## config.mk

```make
export PLATFORM = sky130hd
export DESIGN_NAME = uart_rx_flat
export DESIGN_NICKNAME = d
export VERILOG_FILES = /design/src/rtl/uart_rx_if.sv /design/src/rtl/uart_rx.sv /design/src/flat_wrapper.sv
export SDC_FILE = /design/constraint.sdc
export NUM_CORES = 1
export LEC_CHECK = 0
export ABC_AREA = 1
export CAP_MARGIN = 20
export CORE_ASPECT_RATIO = 1.25
export CORE_UTILIZATION = 56
export CTS_CLUSTER_DIAMETER = 50
export DETAILED_ROUTE_END_ITERATION = 12
export DONT_BUFFER_PORTS = 1
export GPL_ROUTABILITY_DRIVEN = 1
export HOLD_SLACK_MARGIN = 0.02
export PLACE_DENSITY = 0.74
export REMOVE_ABC_BUFFERS = 1
export SLEW_MARGIN = 20
export SYNTH_ARGS = -nofsm -noshare
export SYNTH_HDL_FRONTEND = slang
export SYNTH_SLANG_ARGS = --single-unit
```

## constraint.sdc

```tcl
create_clock -name clk -period 1.3 [get_ports clk]
set_input_delay 0.26 -clock clk [delete_from_list [all_inputs] [get_ports clk]]
set_output_delay 0.26 -clock clk [all_outputs]
set_load 0.03 [all_outputs]
```

## src/rtl/uart_rx_if.sv

```systemverilog
// Serial-in / byte-out bundle for the 8N1 UART receiver.
// The receiver side takes the master modport; the consumer takes the slave modport.
interface uart_rx_if;
    logic       UART_rx;
    logic [7:0] data_out;
    logic       flag_out;
    logic       frame_err;

    modport master (
        input  UART_rx,
        output data_out,
        output flag_out,
        output frame_err
    );

    modport slave (
        output UART_rx,
        input  data_out,
        input  flag_out,
        input  frame_err
    );
endinterface

```

## src/rtl/uart_rx.sv

```systemverilog
// 8N1 UART receiver: start-edge detect, centre sampling, one-cycle
// flag_out on a good frame and frame_err on a low stop bit.
module uart_rx #(
    parameter logic [25:0] CLK  = 26'd50000000,
    parameter logic [16:0] BAUD = 17'd115200
) (
    input  logic     clk,
    input  logic     rst,
    uart_rx_if.master bus
);
    localparam logic [25:0] BAUD_DIV = CLK / 26'(BAUD);
    localparam logic [15:0] BAUD_CLK = BAUD_DIV[15:0];
    localparam logic [15:0] HALF_CLK = BAUD_CLK >> 1;

    typedef enum logic [1:0] {IDLE, START, DATA, STOP} state_t;

    state_t      state, state_n;
    logic [15:0] cnt, cnt_n;
    logic [2:0]  idx, idx_n;
    logic [7:0]  shift, shift_n;
    logic [7:0]  data_r, data_n;
    logic        flag_r, flag_n;
    logic        err_r, err_n;
    logic        sync1, sync2, rx_d;

    // Two-flop synchronizer plus one delay flop for falling-edge detection.
    always_ff @(posedge clk or posedge rst) begin
        if (rst) begin
            sync1 <= 1'b1;
            sync2 <= 1'b1;
            rx_d  <= 1'b1;
        end else begin
            sync1 <= bus.UART_rx;
            sync2 <= sync1;
            rx_d  <= sync2;
        end
    end

    always_ff @(posedge clk or posedge rst) begin
        if (rst) begin
            state  <= IDLE;
            cnt    <= '0;
            idx    <= '0;
            shift  <= '0;
            data_r <= '0;
            flag_r <= 1'b0;
            err_r  <= 1'b0;
        end else begin
            state  <= state_n;
            cnt    <= cnt_n;
            idx    <= idx_n;
            shift  <= shift_n;
            data_r <= data_n;
            flag_r <= flag_n;
            err_r  <= err_n;
        end
    end

    always_comb begin
        state_n = state;
        cnt_n   = cnt;
        idx_n   = idx;
        shift_n = shift;
        data_n  = data_r;
        flag_n  = 1'b0;
        err_n   = 1'b0;
        case (state)
            IDLE: begin
                cnt_n = '0;
                idx_n = '0;
                if (rx_d && !sync2)
                    state_n = START;
            end
            START: begin
                if (cnt == HALF_CLK - 16'd1) begin
                    cnt_n   = '0;
                    idx_n   = '0;
                    // A high line at start-bit centre was only a glitch.
                    state_n = sync2 ? IDLE : DATA;
                end else begin
                    cnt_n = cnt + 16'd1;
                end
            end
            DATA: begin
                if (cnt == BAUD_CLK - 16'd1) begin
                    cnt_n          = '0;
                    shift_n[idx]   = sync2;
                    idx_n          = idx + 3'd1;
                    if (idx == 3'd7)
                        state_n = STOP;
                end else begin
                    cnt_n = cnt + 16'd1;
                end
            end
            STOP: begin
                if (cnt == BAUD_CLK - 16'd1) begin
                    // Returning at stop-bit centre leaves room for a zero-gap next start.
                    cnt_n   = '0;
                    state_n = IDLE;
                    if (sync2) begin
                        data_n = shift;
                        flag_n = 1'b1;
                    end else begin
                        err_n = 1'b1;
                    end
                end else begin
                    cnt_n = cnt + 16'd1;
                end
            end
            default: state_n = IDLE;
        endcase
    end

    assign bus.data_out  = data_r;
    assign bus.flag_out  = flag_r;
    assign bus.frame_err = err_r;
endmodule

```

## src/flat_wrapper.sv

```systemverilog
// flat-port wrapper written by rule: the top's interface ports become plain ports
module uart_rx_flat 
#(
    parameter logic [25:0] CLK  = 26'd50000000,
    parameter logic [16:0] BAUD = 17'd115200
)
  (clk, rst, bus_UART_rx, bus_data_out, bus_flag_out, bus_frame_err);
  uart_rx_if bus_i ();
  input  logic clk;
  input  logic rst;
  input wire logic [$bits(bus_i.UART_rx)-1:0] bus_UART_rx;
  output wire logic [$bits(bus_i.data_out)-1:0] bus_data_out;
  output wire logic [$bits(bus_i.flag_out)-1:0] bus_flag_out;
  output wire logic [$bits(bus_i.frame_err)-1:0] bus_frame_err;
  assign bus_i.UART_rx = bus_UART_rx;
  assign bus_data_out = bus_i.data_out;
  assign bus_flag_out = bus_i.flag_out;
  assign bus_frame_err = bus_i.frame_err;
  uart_rx #(.CLK(CLK), .BAUD(BAUD)) u_core (.clk(clk), .rst(rst), .bus(bus_i));
endmodule
```

==> results of run 1 <==
routing by layer:
metal	global-route usage (%)	vias to the layer above
li1	-	947
met1	31.1	889
met2	47.3	40
met3	7.31	17
met4	9.21	0
met5	0	-
cells by family after synthesis:
| logic type | count (synthesis) |
|---|---|
| buffers and inverters | 32 |
| adder cells (fa/ha/maj) | 5 |
| XOR/XNOR | 1 |
| AO/OA/AOI/OAI | 31 |
| AND/OR/NAND/NOR | 145 |
| flip-flops | 42 |
synth_stat cells (all sizes together):
cell type,count
nand3,13
dfrtp,39
o21ai,22
nor3,4
nand4,14
clkinv,2
nor3b,1
and3,1
o21bai,1
xnor2,1
a21oi,8
dfstp,3
buf,2
inv,27
nand2,74
nor2,38
ha,5
clkbuf,1
area by class of cell:
type,instances,share of cell area (%)
clock buffers,6,2.62
multi-input cells,186,38.8
inverters,29,4.21
flip-flops and latches,42,38.2
well taps,39,1.76
clock inverters,2,0.498
repair buffers,47,13.9
worst min path at each step:
stage                       from                  end  cells after the start
finish              u_core.sync1         u_core.sync2                      0
floorplan            bus_UART_rx         u_core.sync1                      0
global route        u_core.sync1         u_core.sync2                      0
CTS                 u_core.sync1         u_core.sync2                      0
detailed placement           rst  u_core.bus.flag_out                      2
global placement             rst       u_core.cnt[15]                      2
state kept, by name, indices dropped and copies added (netlist names), named ones only:
signal,count
u_core.bus.data_out,8
u_core.bus.flag_out,1
u_core.bus.frame_err,1
u_core.cnt,16
u_core.idx,3
u_core.rx_d,1
u_core.shift,8
u_core.state,1
u_core.sync1,1
u_core.sync2,1
worst register-to-register path: stages (launching register included):
cell and delay (ns):
sky130_fd_sc_hd__dfrtp_1 0.40, sky130_fd_sc_hd__buf_4 0.15, sky130_fd_sc_hd__ha_4 0.16, sky130_fd_sc_hd__nand2_2 0.09
sky130_fd_sc_hd__nor2_4 0.04, sky130_fd_sc_hd__nand2_4 0.11, sky130_fd_sc_hd__nand2_4 0.10, sky130_fd_sc_hd__nand2_8 0.12
sky130_fd_sc_hd__buf_4 0.11, sky130_fd_sc_hd__nand2_1 0.04, sky130_fd_sc_hd__a21oi_1 0.12
placed cells by master, fill, tap and decap left out:
cell type,n
sky130_fd_sc_hd__a21oi_1,8
sky130_fd_sc_hd__and3_1,1
sky130_fd_sc_hd__buf_12,1
sky130_fd_sc_hd__buf_4,40
sky130_fd_sc_hd__buf_6,4
sky130_fd_sc_hd__clkbuf_1,1
sky130_fd_sc_hd__clkbuf_8,5
sky130_fd_sc_hd__clkinv_1,2
sky130_fd_sc_hd__clkinv_2,1
sky130_fd_sc_hd__clkinv_4,1
sky130_fd_sc_hd__dfrtp_1,37
sky130_fd_sc_hd__dfrtp_2,2
sky130_fd_sc_hd__dfstp_2,3
sky130_fd_sc_hd__dlygate4sd3_1,2
sky130_fd_sc_hd__ha_1,3
sky130_fd_sc_hd__ha_2,1
sky130_fd_sc_hd__ha_4,1
sky130_fd_sc_hd__inv_1,19
sky130_fd_sc_hd__inv_2,7
sky130_fd_sc_hd__inv_8,1
sky130_fd_sc_hd__nand2_1,62
sky130_fd_sc_hd__nand2_2,7
sky130_fd_sc_hd__nand2_4,5
sky130_fd_sc_hd__nand2_8,1
sky130_fd_sc_hd__nand3_1,11
sky130_fd_sc_hd__nand3_2,1
sky130_fd_sc_hd__nand3_4,2
sky130_fd_sc_hd__nand4_1,14
sky130_fd_sc_hd__nor2_1,25
sky130_fd_sc_hd__nor2_2,6
sky130_fd_sc_hd__nor2_4,9
sky130_fd_sc_hd__nor3_1,2
sky130_fd_sc_hd__nor3_2,1
sky130_fd_sc_hd__nor3_4,1
sky130_fd_sc_hd__nor3b_2,1
sky130_fd_sc_hd__o21ai_1,22
sky130_fd_sc_hd__o21bai_1,1
sky130_fd_sc_hd__xnor2_1,1
metrics by stage:
step                hold WS (ns)  cells  total power [uW]  setup TNS [ns]
finish                     0.359    351              3610           -5.27
global placement           0.228    326              2340           -4.54
global route               0.365    351              3790           -8.60
detailed placement         0.227    326              2370           -5.63
CTS                        0.361    345              3450           -3.81
floorplan                  0.264    253              2080           -1.41
what timing repair did:
| action | CTS | global route |
|---|---|---|
| buffers inserted | 5 | 6 |
| hold buffers | 2 | 0 |
| pin swaps | 26 | 11 |
| resized for setup | 33 | 7 |
| hold endpoints to repair | 40 | 0 |
| gates cloned | 4 | 0 |
| endpoints found under the setup margin | 39 | 39 |
where the power goes:
group	internal (uW)	switching [uW]	total [uW]
registers	1380	86.2	1470
clock network	380	477	857
logic	506	781	1290
==> summary by stage, run 1 <==
Job
Across the run, the number of max-cap violations was 0.

Critical path
The cell count of the worst reg-to-reg path is 10. The endpoint class of the critical path is a register. The worst register-to-register path ends at u_core.cnt[10]. By startpoint and endpoint, the worst setup path is classified as register to register. The critical path runs through a total of 10 cells. The destination of the critical timing path is u_core.cnt[10]. The critical path startpoint is u_core.cnt[0]. STA classifies the critical path startpoint as a register. The worst register-to-register path begins at u_core.cnt[0]. At the worst endpoint, the arrival time is 1.74 ns. The reg2reg setup slack is -0.21 ns. Among all stages on the critical path, the largest delay is contributed by sky130_fd_sc_hd__dfrtp_1. The cell family with the largest share of critical-path delay is simple AND/OR/NAND/NOR gates.

The required time at the endpoint of the critical path is 1.53 ns. Walking the worst path, the cells encountered are buf_4 -> ha_4 -> nand2_2 -> nor2_4 -> nand2_4 -> nand2_4 -> nand2_8 -> buf_4 -> nand2_1 -> a21oi_1. Of all nets on the critical path, the largest fanout is 6.

The largest single stage delay on the critical path is ~0.4 ns. The number of buffer and inverter stages on the critical path is 2.

Final layout
The area of the multi-input gates is 0.00107 mm^2. Counting the fill cells in the layout gives about 240. The final layout net count is between 300 and 400. In the final layout, flip-flops and latches occupy roughly 0.0011 mm^2. Relative to the synthesized area, the layout overhead comes to 30.9%. 0 antenna diodes ended up in the layout. The final core utilization is 78.1%. Cells with a size suffix above 1 make up 32.4% of the layout. The design area is 0.00277 mm^2.

Synthesis
The post-synthesis sequential element count is 42. The mean area per synthesized cell is 8.25 um^2. The cell area after synthesis is 0.00211 mm^2. The cell type with the highest aggregate area in the netlist is sky130_fd_sc_hd__dfrtp_1. Sequential cells were found to cover between 40 and 50% of the synthesized design area. After synthesis, the cell types taking the most area are sky130_fd_sc_hd__dfrtp_1, sky130_fd_sc_hd__nand2_1, sky130_fd_sc_hd__nor2_1. The cell count after synthesis came out at 256. The fraction of post-synthesis cell area in the top cell type by area is 46.2%. Summing the areas of all fa, ha and maj instances in the mapped netlist gives 2.96% of the synthesized area.

Of the total synthesized cell area, the portion taken by AND, OR, NAND and NOR gates is about a third. The number of synthesis warnings is 0. The number of distinct library cells after synthesis is 28. By area, the combinational part of the netlist is dominated by simple AND/OR/NAND/NOR gates. The area fraction in compound gates after synthesis is 7.46%. The multiplexer area fraction after synthesis is 0%.

The post-synthesis xor/xnor area fraction is 0.414%.

Clock network
The tree is rooted in a sky130_fd_sc_hd__clkbuf_8. The number of clock buffers added by TritonCTS is 5. The clock latency on the worst-skew pair is 0.30 ns. The maximum level of the CTS H-tree is 2. The clock-pin slew reported for the worst setup and hold paths after clock tree synthesis is 0.09 ns. TritonCTS built the clock tree.

The total clock sinks is between 40 and 50. The longest clock path from root to sink contains 2 buffers.

Floorplan
The die boundary height is 70.7 um. In this run the count of I/O pins placed on the die edge is 13. The number of placement rows is 24. The initial utilization of the core area, before any placement, comes to 59.6%.

The standard cell core area is 0.00354 mm^2. The die width is 56.9 um. The die covers 0.00402 mm^2.

Placed design
During placement, the flow inserted port buffers numbering 0. The total cell area at the placement stage is 0.00241 mm^2. At the end of routability-driven placement, the weighted congestion stood at 0.885. The HPWL after detailed placement is around 3.0 mm. The worst setup timing slack at the placement stage is -0.231 ns.

STA
Setup violations remaining at the end of the flow were counted as 39. The portion of the clock cycle consumed by the worst path in the final layout is 116%. For this run, the top clock speed supported by timing is between 600 and 700 MHz. Setup slack on the critical path of the routed design comes to -0.212 ns. For the pin with the worst max-slew slack, the measured transition is 0.329 ns. The worst slew slack as a fraction of its limit is 78.1%. Clock skew on the completed layout was measured at 0.00812 ns. The number of max-slew violations in the final report was 0. The minimum clock period is 1.51 ns. Setup repair after global routing could not meet its margin everywhere.

The final hold violation count is 0.

Drt
The first routing iteration left 83 violations. The highest signal layer in the routed design is met4. The number of detailed-routing iterations run before antenna repair is 4. The average wire per standard cell is 14.3 um.

Summed over all nets, wire length on met2 after detailed routing comes to 2.65 mm. Summing over every cut layer, the via total after detailed routing is 1893. Detailed routing placed a total of 212 um of wire on met3. After detailed routing, the number of vias per cell comes to 5.39. The total length of routed wires is 5.01 mm.

After detailed routing, the wire length on met1 is 2.04 mm. In this run the remaining antenna-violating nets after routing total 0. The number of remaining DRC errors is 0.

Min path
The worst min-delay path category is register to register.

Status
The run finished, with violations left. The checks that failed: setup timing.

GRT
Global routing consumed, over all layers together, 26.8% of the routing resources. Entering global routing, the biggest net connects 43 pins. The number of antenna violations at the first check in global routing is 0. Summed over all layers, the global routing overflow is 0.

The first global-routing pass estimated 8.36 mm of wire. The number of global-route vias before repair is 1891.

Power
The maximum vdd ir drop is 0.000938 V. In this run the static leakage power is roughly 0.0014 uW. The power per standard cell area is 1310 mW/mm^2.
Power figures use the tool's default switching activity.
==> run 2, diff against run 1 <==
Settings changed: CORE_UTILIZATION 56 to 60, PLACE_DENSITY 0.74 to 0.76.
Clock period 1.3 ns to 1.6 ns, I/O delays scaled along.
==> run 2 against run 1 <==
The flow now finishes without violations; worst setup slack improved by 0.30 ns; critical path depth shrank 2; first-iteration DRC count fell by 35%; combinational power is 47% lower; clock-buffer cell count is the same; total power fell by 24%; cell count decreased by 11%; via count down 7.0%; hold slack improved by 0.00094 ns; clock power down 0.8%; wire length decreased by 14%.
==> summary by stage, run 2 (synthesized netlist as in run 1, its figures left out) <==
Status
The flow ran to the end, and the final reports show no timing, DRC or antenna violations.

Final layout
The largest register by flop count is u_core.cnt. The filler cells instantiated in the layout total 260. The register with the most flip-flops in the layout has 16 of them. The top cell types in the final layout, fill and taps aside, are sky130_fd_sc_hd__nand2_1, sky130_fd_sc_hd__dfrtp_1, sky130_fd_sc_hd__nor2_1, sky130_fd_sc_hd__o21ai_1, sky130_fd_sc_hd__inv_1.

The repair_antennas step left the layout with diodes totalling 0. In the final layout, the share of cells above drive strength 1 is 22.7%. At the end of the flow the core is filled with cells to 74.3%. The library cell used most frequently in the layout, excluding fill and tap cells, is sky130_fd_sc_hd__nand2_1. After the last flow step, the layout net total stands at 285. The area overhead of the layout relative to synthesis is 15.3%.

Critical path
STA classifies the critical path endpoint as a register. The worst setup path is launched from a register. The setup check on the worst reg-to-reg path leaves a slack of 0.09 ns. The endpoint identified for the worst register-to-register timing path is u_core.bus.data_out[0].

The type of the worst setup path is register to register. The number of cells on the worst reg-to-reg path is 8. Of all nets on the critical path, the largest fanout is 5. The data arrival time at the worst-slack endpoint is 1.70 ns. The worst register-to-register path begins at u_core.cnt[1].

Data on the critical path is required at its endpoint by 1.79 ns.

Drt
The total length of routed wires is 4.31 mm. The final route contains 1760 vias. Using the TritonRoute via totals, the vias-per-cell ratio works out to between 5 and 6. After the first detailed-routing iteration, the DRC count stood at 54. The pre-antenna-repair detailed-routing pass consisted of 4 iterations. The number of remaining DRC errors is 0. Dividing the detail-routed wire length by the instance count gives 13.7 um. In this run the remaining antenna-violating nets after routing total 0.

STA
The minimum clock period is 1.51 ns. Setup repair after global routing could not meet its margin everywhere. For the pin with the worst max-slew slack, the measured transition is between 0.3 and 0.4 ns.

On the final layout, the worst hold slack is 0.360 ns. Derived from the worst setup path, the maximum achievable clock frequency is 662 MHz. The sum of negative setup slack is 0 ns.

The portion of the clock cycle consumed by the worst path in the final layout is 94.4%. The number of max-slew violations in the final report is 0. Measured against its own limit, the worst slew margin works out to 78.1%. On the final layout, the worst clock skew is 0.00946 ns. The number of setup violations in the final report is 0.

The final hold violation count is 0.

Floorplan
The die boundary height is 68.4 um. The number of placed I/O pins is 13. The initial standard-cell utilization of the core is 64.4%.

The full die area is about 0.0038 mm^2. In this run the horizontal extent of the chip is between 50 and 60 um. The initialized floorplan defines 23 standard-cell rows. The standard cell core area is 0.00328 mm^2.

GRT
The most used routing layer is met2. In the global route stage, met3 resource usage came out at between 6 and 7%. The residual overflow from global routing is 0. The wire length of the first global-routing pass is 6.81 mm. The maximum number of pins on one net before global-route repair is 24.

The number of global-route vias before repair is 1597. The global-route total usage across every layer is 26.3%. In the global route stage, met2 resource usage came out at between 40% and 50%. The met1 track demand over resource in global routing is 30.2%. The number of antenna violations at the first check in global routing is 0.

Clock network
The total clock sinks is 42. The maximum level of the CTS H-tree is 2. The clock tree from TritonCTS is built. The longest clock path from root to sink contains 2 buffers. The clock latency on the worst-skew pair is 0.30 ns. The root buffer cell is sky130_fd_sc_hd__clkbuf_8.

The number of clock buffers added by TritonCTS is 5. After clock tree synthesis, the clock-pin slew on the worst setup and hold paths is 0.07 ns.

Power
IR analysis of the VDD net gives a maximum drop of 0.00120 V. Power spread over the standard cell area amounts to 1130 mW/mm^2. The analysis attributes to cell leakage a power of 0.00120 uW.

Job
The max-capacitance violation count is 0.

Min path
The worst min-delay path category is register to register. The worst min-delay path endpoint is u_core.sync2. The number of stages on the worst hold path is 0.

The launch instance of the worst min-delay path is u_core.sync1.

Placed design
The global placement routability congestion is 0.771. The placed wire-length estimate is 3.01 mm. The count of buffers added on input and output ports is 0.
==> run 2: metal layers <==
metal  share of wire (%)  wire length [um]
met1                  40              1740
met5                   0                 0
met2                  54              2330
met4                 1.9                84
met3                 3.5               152
==> run 2: what timing repair did <==
action	CTS	global route
resized for setup	0	20
hold buffers	2	0
setup buffers	0	2
endpoints found under the hold margin	40	0
endpoints found under the setup margin	0	30
==> run 2: power by group <==
part	switching, uW	internal, uW
clock network	351	499
logic	460	221
registers	93.3	1130
total	904	1850
==> run 2: layout make-up <==
class	instances	area (um^2)	area share, %
Sequential cell	42	1060	43.5
Multi-Input combinational cell	183	983	40.3
Timing Repair Buffer	16	125	5.13
Inverter	29	109	4.47
Clock buffer	6	82.6	3.39
Tap cell	37	46.3	1.90
Clock inverter	1	30.0	1.23
==> run 2: metrics by stage <==
step | cell area (um^2) | worst slack, ns | power [uW] | std cells
3_3_place_gp | 2230 | 0.0723 | 1810 | 302
3_5_place_dp | 2230 | 0.0478 | 1830 | 302
4_1_cts | 2360 | 0.0235 | 2700 | 311
6_report | 2440 | 0.0904 | 2750 | 314
2_1_floorplan | 2090 | 0.199 | 1690 | 253
5_1_grt | 2440 | -0.0197 | 2920 | 314
==> run 2: worst max-delay path, cell delays in order, from the launching register on <==
cell	delay [ns]
sky130_fd_sc_hd__dfrtp_1	0.41
sky130_fd_sc_hd__inv_2	0.09
sky130_fd_sc_hd__ha_4	0.13
sky130_fd_sc_hd__nand3_1	0.08
sky130_fd_sc_hd__nor2_1	0.19
sky130_fd_sc_hd__nand3_4	0.15
sky130_fd_sc_hd__buf_4	0.18
sky130_fd_sc_hd__o21ai_1	0.12
sky130_fd_sc_hd__nand2_1	0.06
==> run 2: worst max-delay path by stage <==
stage,from,endpoint,slack (ns),cells past startpoint
6_report,u_core.cnt[1],u_core.bus.data_out[0],0.09,8
5_1_grt,u_core.cnt[14],u_core.shift[5],-0.02,8
4_1_cts,u_core.cnt[1],u_core.shift[1],0.02,9
3_5_place_dp,u_core.cnt[1],u_core.shift[1],0.05,9
3_3_place_gp,u_core.cnt[1],u_core.bus.data_out[7],0.07,8
2_1_floorplan,u_core.cnt[1],u_core.shift[0],0.20,9
==> run 3, diff against run 2 <==
Settings changed: CORE_UTILIZATION 60 to 40, CTS_CLUSTER_SIZE from default to 12, PLACE_DENSITY 0.76 to default.
==> run 3 against run 2 <==
Sequential share of layout area decreased by 1.1 points; clock skew about the same; clock-buffer cell count unchanged; critical endpoint is now u_core.bus.data_out[4].
==> summary by stage, run 3 (synthesized netlist as in run 1, its figures left out) <==
Critical path
The cell family with the largest share of critical-path delay is simple AND/OR/NAND/NOR gates. For the worst setup path, the data required time is approximately 1.8 ns. The reg2reg setup slack is around 0.085 ns.

The largest single stage delay on the critical path is around 0.4 ns. The number of buffer and inverter stages on the critical path is 1. The cell with the biggest individual delay on the critical path is sky130_fd_sc_hd__dfrtp_1. STA classifies the critical path startpoint as a register. The critical path is of the register to register type. STA classifies the critical path endpoint as a register. The maximum net fanout on the critical path is 5. Traced cell by cell, the critical path runs through nor2_2 -> nand3_1 -> nor2_4 -> nand3_4 -> nor2_4 -> clkbuf_2 -> nand2_1 -> nand2_1.

The reg-to-reg endpoint is u_core.bus.data_out[4]. The data arrival time at the worst-slack endpoint is between 1.5 and 2 ns. For the worst flop-to-flop path, the logic depth is 8. The worst register-to-register path begins at u_core.cnt[11].

Drt
The number of detailed-routing iterations run before antenna repair is 4. After detailed routing, the average wire length per cell comes to between 10 and 15 um. Wires add up to 4.59 mm.

The number of remaining DRC errors is 0. The detailed router finished its first iteration with 93 violations. The average vias per placed instance is about 5. The number of nets with antenna violations after routing is 0. For this block, the via count after detailed routing is ~1700.

GRT
The global-route total usage across every layer is 18.9%. Summed over all layers, the global routing overflow is 0. The number of antenna violations at the first check in global routing is 0. The maximum number of pins on one net before global-route repair is 43. The number of global-route vias before repair came to 1728.

The wire length of the first global-routing pass is 7.96 mm.

STA
The number of setup violations in the final report is 0. Static timing analysis puts the maximum clock frequency at 660 MHz. The portion of the clock cycle consumed by the worst path in the final layout is a little over nine tenths. The number of max-slew violations in the final report was 0. The worst slew slack as a fraction of its limit is about four fifths. The minimum setup slack in the final design is approximately 0.085 ns. The actual slew at the worst max-slew pin is between 0.3 and 0.4 ns. The sum of negative setup slack is 0 ns. The final hold violation count is 0. The minimum clock period is approximately 1.5 ns.

Setup repair after global routing could not meet its margin everywhere. The worst setup skew after layout is just under 0.01 ns.

Placed design
Routability-driven placement finished with a final weighted congestion of 0.723. The count of input and output buffers is 0. Counting tap cells, the placed design contains a total of 325 instances. Before CTS, the worst setup slack after placement is approximately 0.012 ns. The wire-length estimate of the detail-placed layout is 3.00 mm.

Final layout
The repair_antennas step left the layout with diodes totalling 0. Cells fill between 40 and 50% of the core in the end. For this run, the post-layout net count is 290. Leaving out filler cells and counting taps, the final layout contains between 300 and 400. Ranked by flip-flop count, first place goes to u_core.cnt. The library cell used most frequently in the layout, excluding fill and tap cells, is sky130_fd_sc_hd__nand2_1. The number of flip-flops in the largest register is 16. The share of cells above drive strength 1 is about a fifth. The layout has 509 filler cells. The area growth from synthesis to layout is 17.8%. Leaving out fill and tap cells, the most frequent cells in the layout are sky130_fd_sc_hd__nand2_1, sky130_fd_sc_hd__dfrtp_1, sky130_fd_sc_hd__nor2_1, sky130_fd_sc_hd__o21ai_1, sky130_fd_sc_hd__inv_1.

Job
The tool flagged a number of max-cap violations equal to 0.

Clock network
The clock net in this run drives a total of 42 sinks. CTS built an H-tree with a depth of 2. The root buffer cell is sky130_fd_sc_hd__clkbuf_8. The clock tree from TritonCTS is built. The clock passes through at most 2 buffers. Counting the buffers created by CTS gives 5. The clock reaches the later pin of the worst-skew pair after 0.30 ns. After clock tree synthesis, the clock-pin slew on the worst setup and hold paths is about 0.09 ns.

Power
The maximum vdd ir drop is 0.000500 V. The leakage component of the power is 0.00121 uW. Power spread over the standard cell area amounts to 1100 mW/mm^2.

Floorplan
The floorplan step defined a die boundary enclosing 0.00558 mm^2. The die boundary height is 83.3 um. The number of placement rows is 29. The number of placed I/O pins is 13. In this run the horizontal extent of the chip is around 67 um.

The initial standard-cell utilization of the core is between 40% and 50%. The standard cell core area is 0.00508 mm^2.

Min path
The worst min-delay path category is register to register. The worst hold path terminates at u_core.sync2. The number of stages on the worst hold path is 0.

The worst hold path begins at u_core.sync1.

Status
The flow ran to the end, and the final reports show no timing, DRC or antenna violations.
==> run 3: cell count changes in the layout (fill, tap and decap cells not counted), sizes merged <==
cell	before	now
inv	27	26
clkbuf	6	7
buf	14	17
clkinv	2	3
nand3	13	14
clkinvlp	0	1
==> run 3: final cells by class <==
class	count	area (um^2)	share of cell area, %
Inverter	29	111	4.47
Clock buffer	6	72.6	2.91
Multi-Input combinational cell	184	968	38.9
Sequential cell	42	1060	42.5
Timing Repair Buffer	20	165	6.63
Tap cell	62	77.6	3.12
Clock inverter	2	37.5	1.51
==> run 3: stage by stage <==
| stage | total power, uW | area (um^2) | hold WS (ns) |
|---|---|---|---|
| after CTS | 2710 | 2390 | 0.359 |
| after floorplan | 1690 | 2090 | 0.324 |
| after global routing | 2940 | 2490 | 0.369 |
| final | 2750 | 2490 | 0.358 |
| after global placement | 1830 | 2260 | 0.263 |
| after detailed placement | 1840 | 2260 | 0.262 |
==> run 3: power by group <==
group | internal [uW] | switching (uW) | total, uW
Combinational | 217 | 476 | 694
Sequential | 1120 | 75.4 | 1200
Clock | 466 | 387 | 853
==> run 3: per-layer routing <==
metal	vias to the layer above	global-route usage, %	share of wire [%]
met4	0	6.96	1.6
met3	6	5.08	2.9
met1	821	24.0	44
li1	883	-	-
met5	-	0	0
met2	11	30.2	51
==> run 3: how the worst max path moves through the flow <==
stage | start | to | slack (ns) | depth (start not counted)
global route | u_core.cnt[12] | u_core.shift[7] | -0.05 | 8
finish | u_core.cnt[11] | u_core.bus.data_out[4] | 0.08 | 8
detailed placement | u_core.cnt[1] | u_core.shift[7] | 0.01 | 9
CTS | u_core.cnt[1] | u_core.shift[7] | 0.0002 | 9
global placement | u_core.cnt[1] | u_core.bus.data_out[7] | 0.06 | 8
floorplan | u_core.cnt[1] | u_core.shift[0] | 0.20 | 9
==> run 3: timing repair <==
action                     4_1_cts  5_1_grt
hold endpoints to repair        40        0
buffers inserted                 0        8
hold buffers                     2        0
setup endpoints to repair        0       29
gates resized for setup          0       11
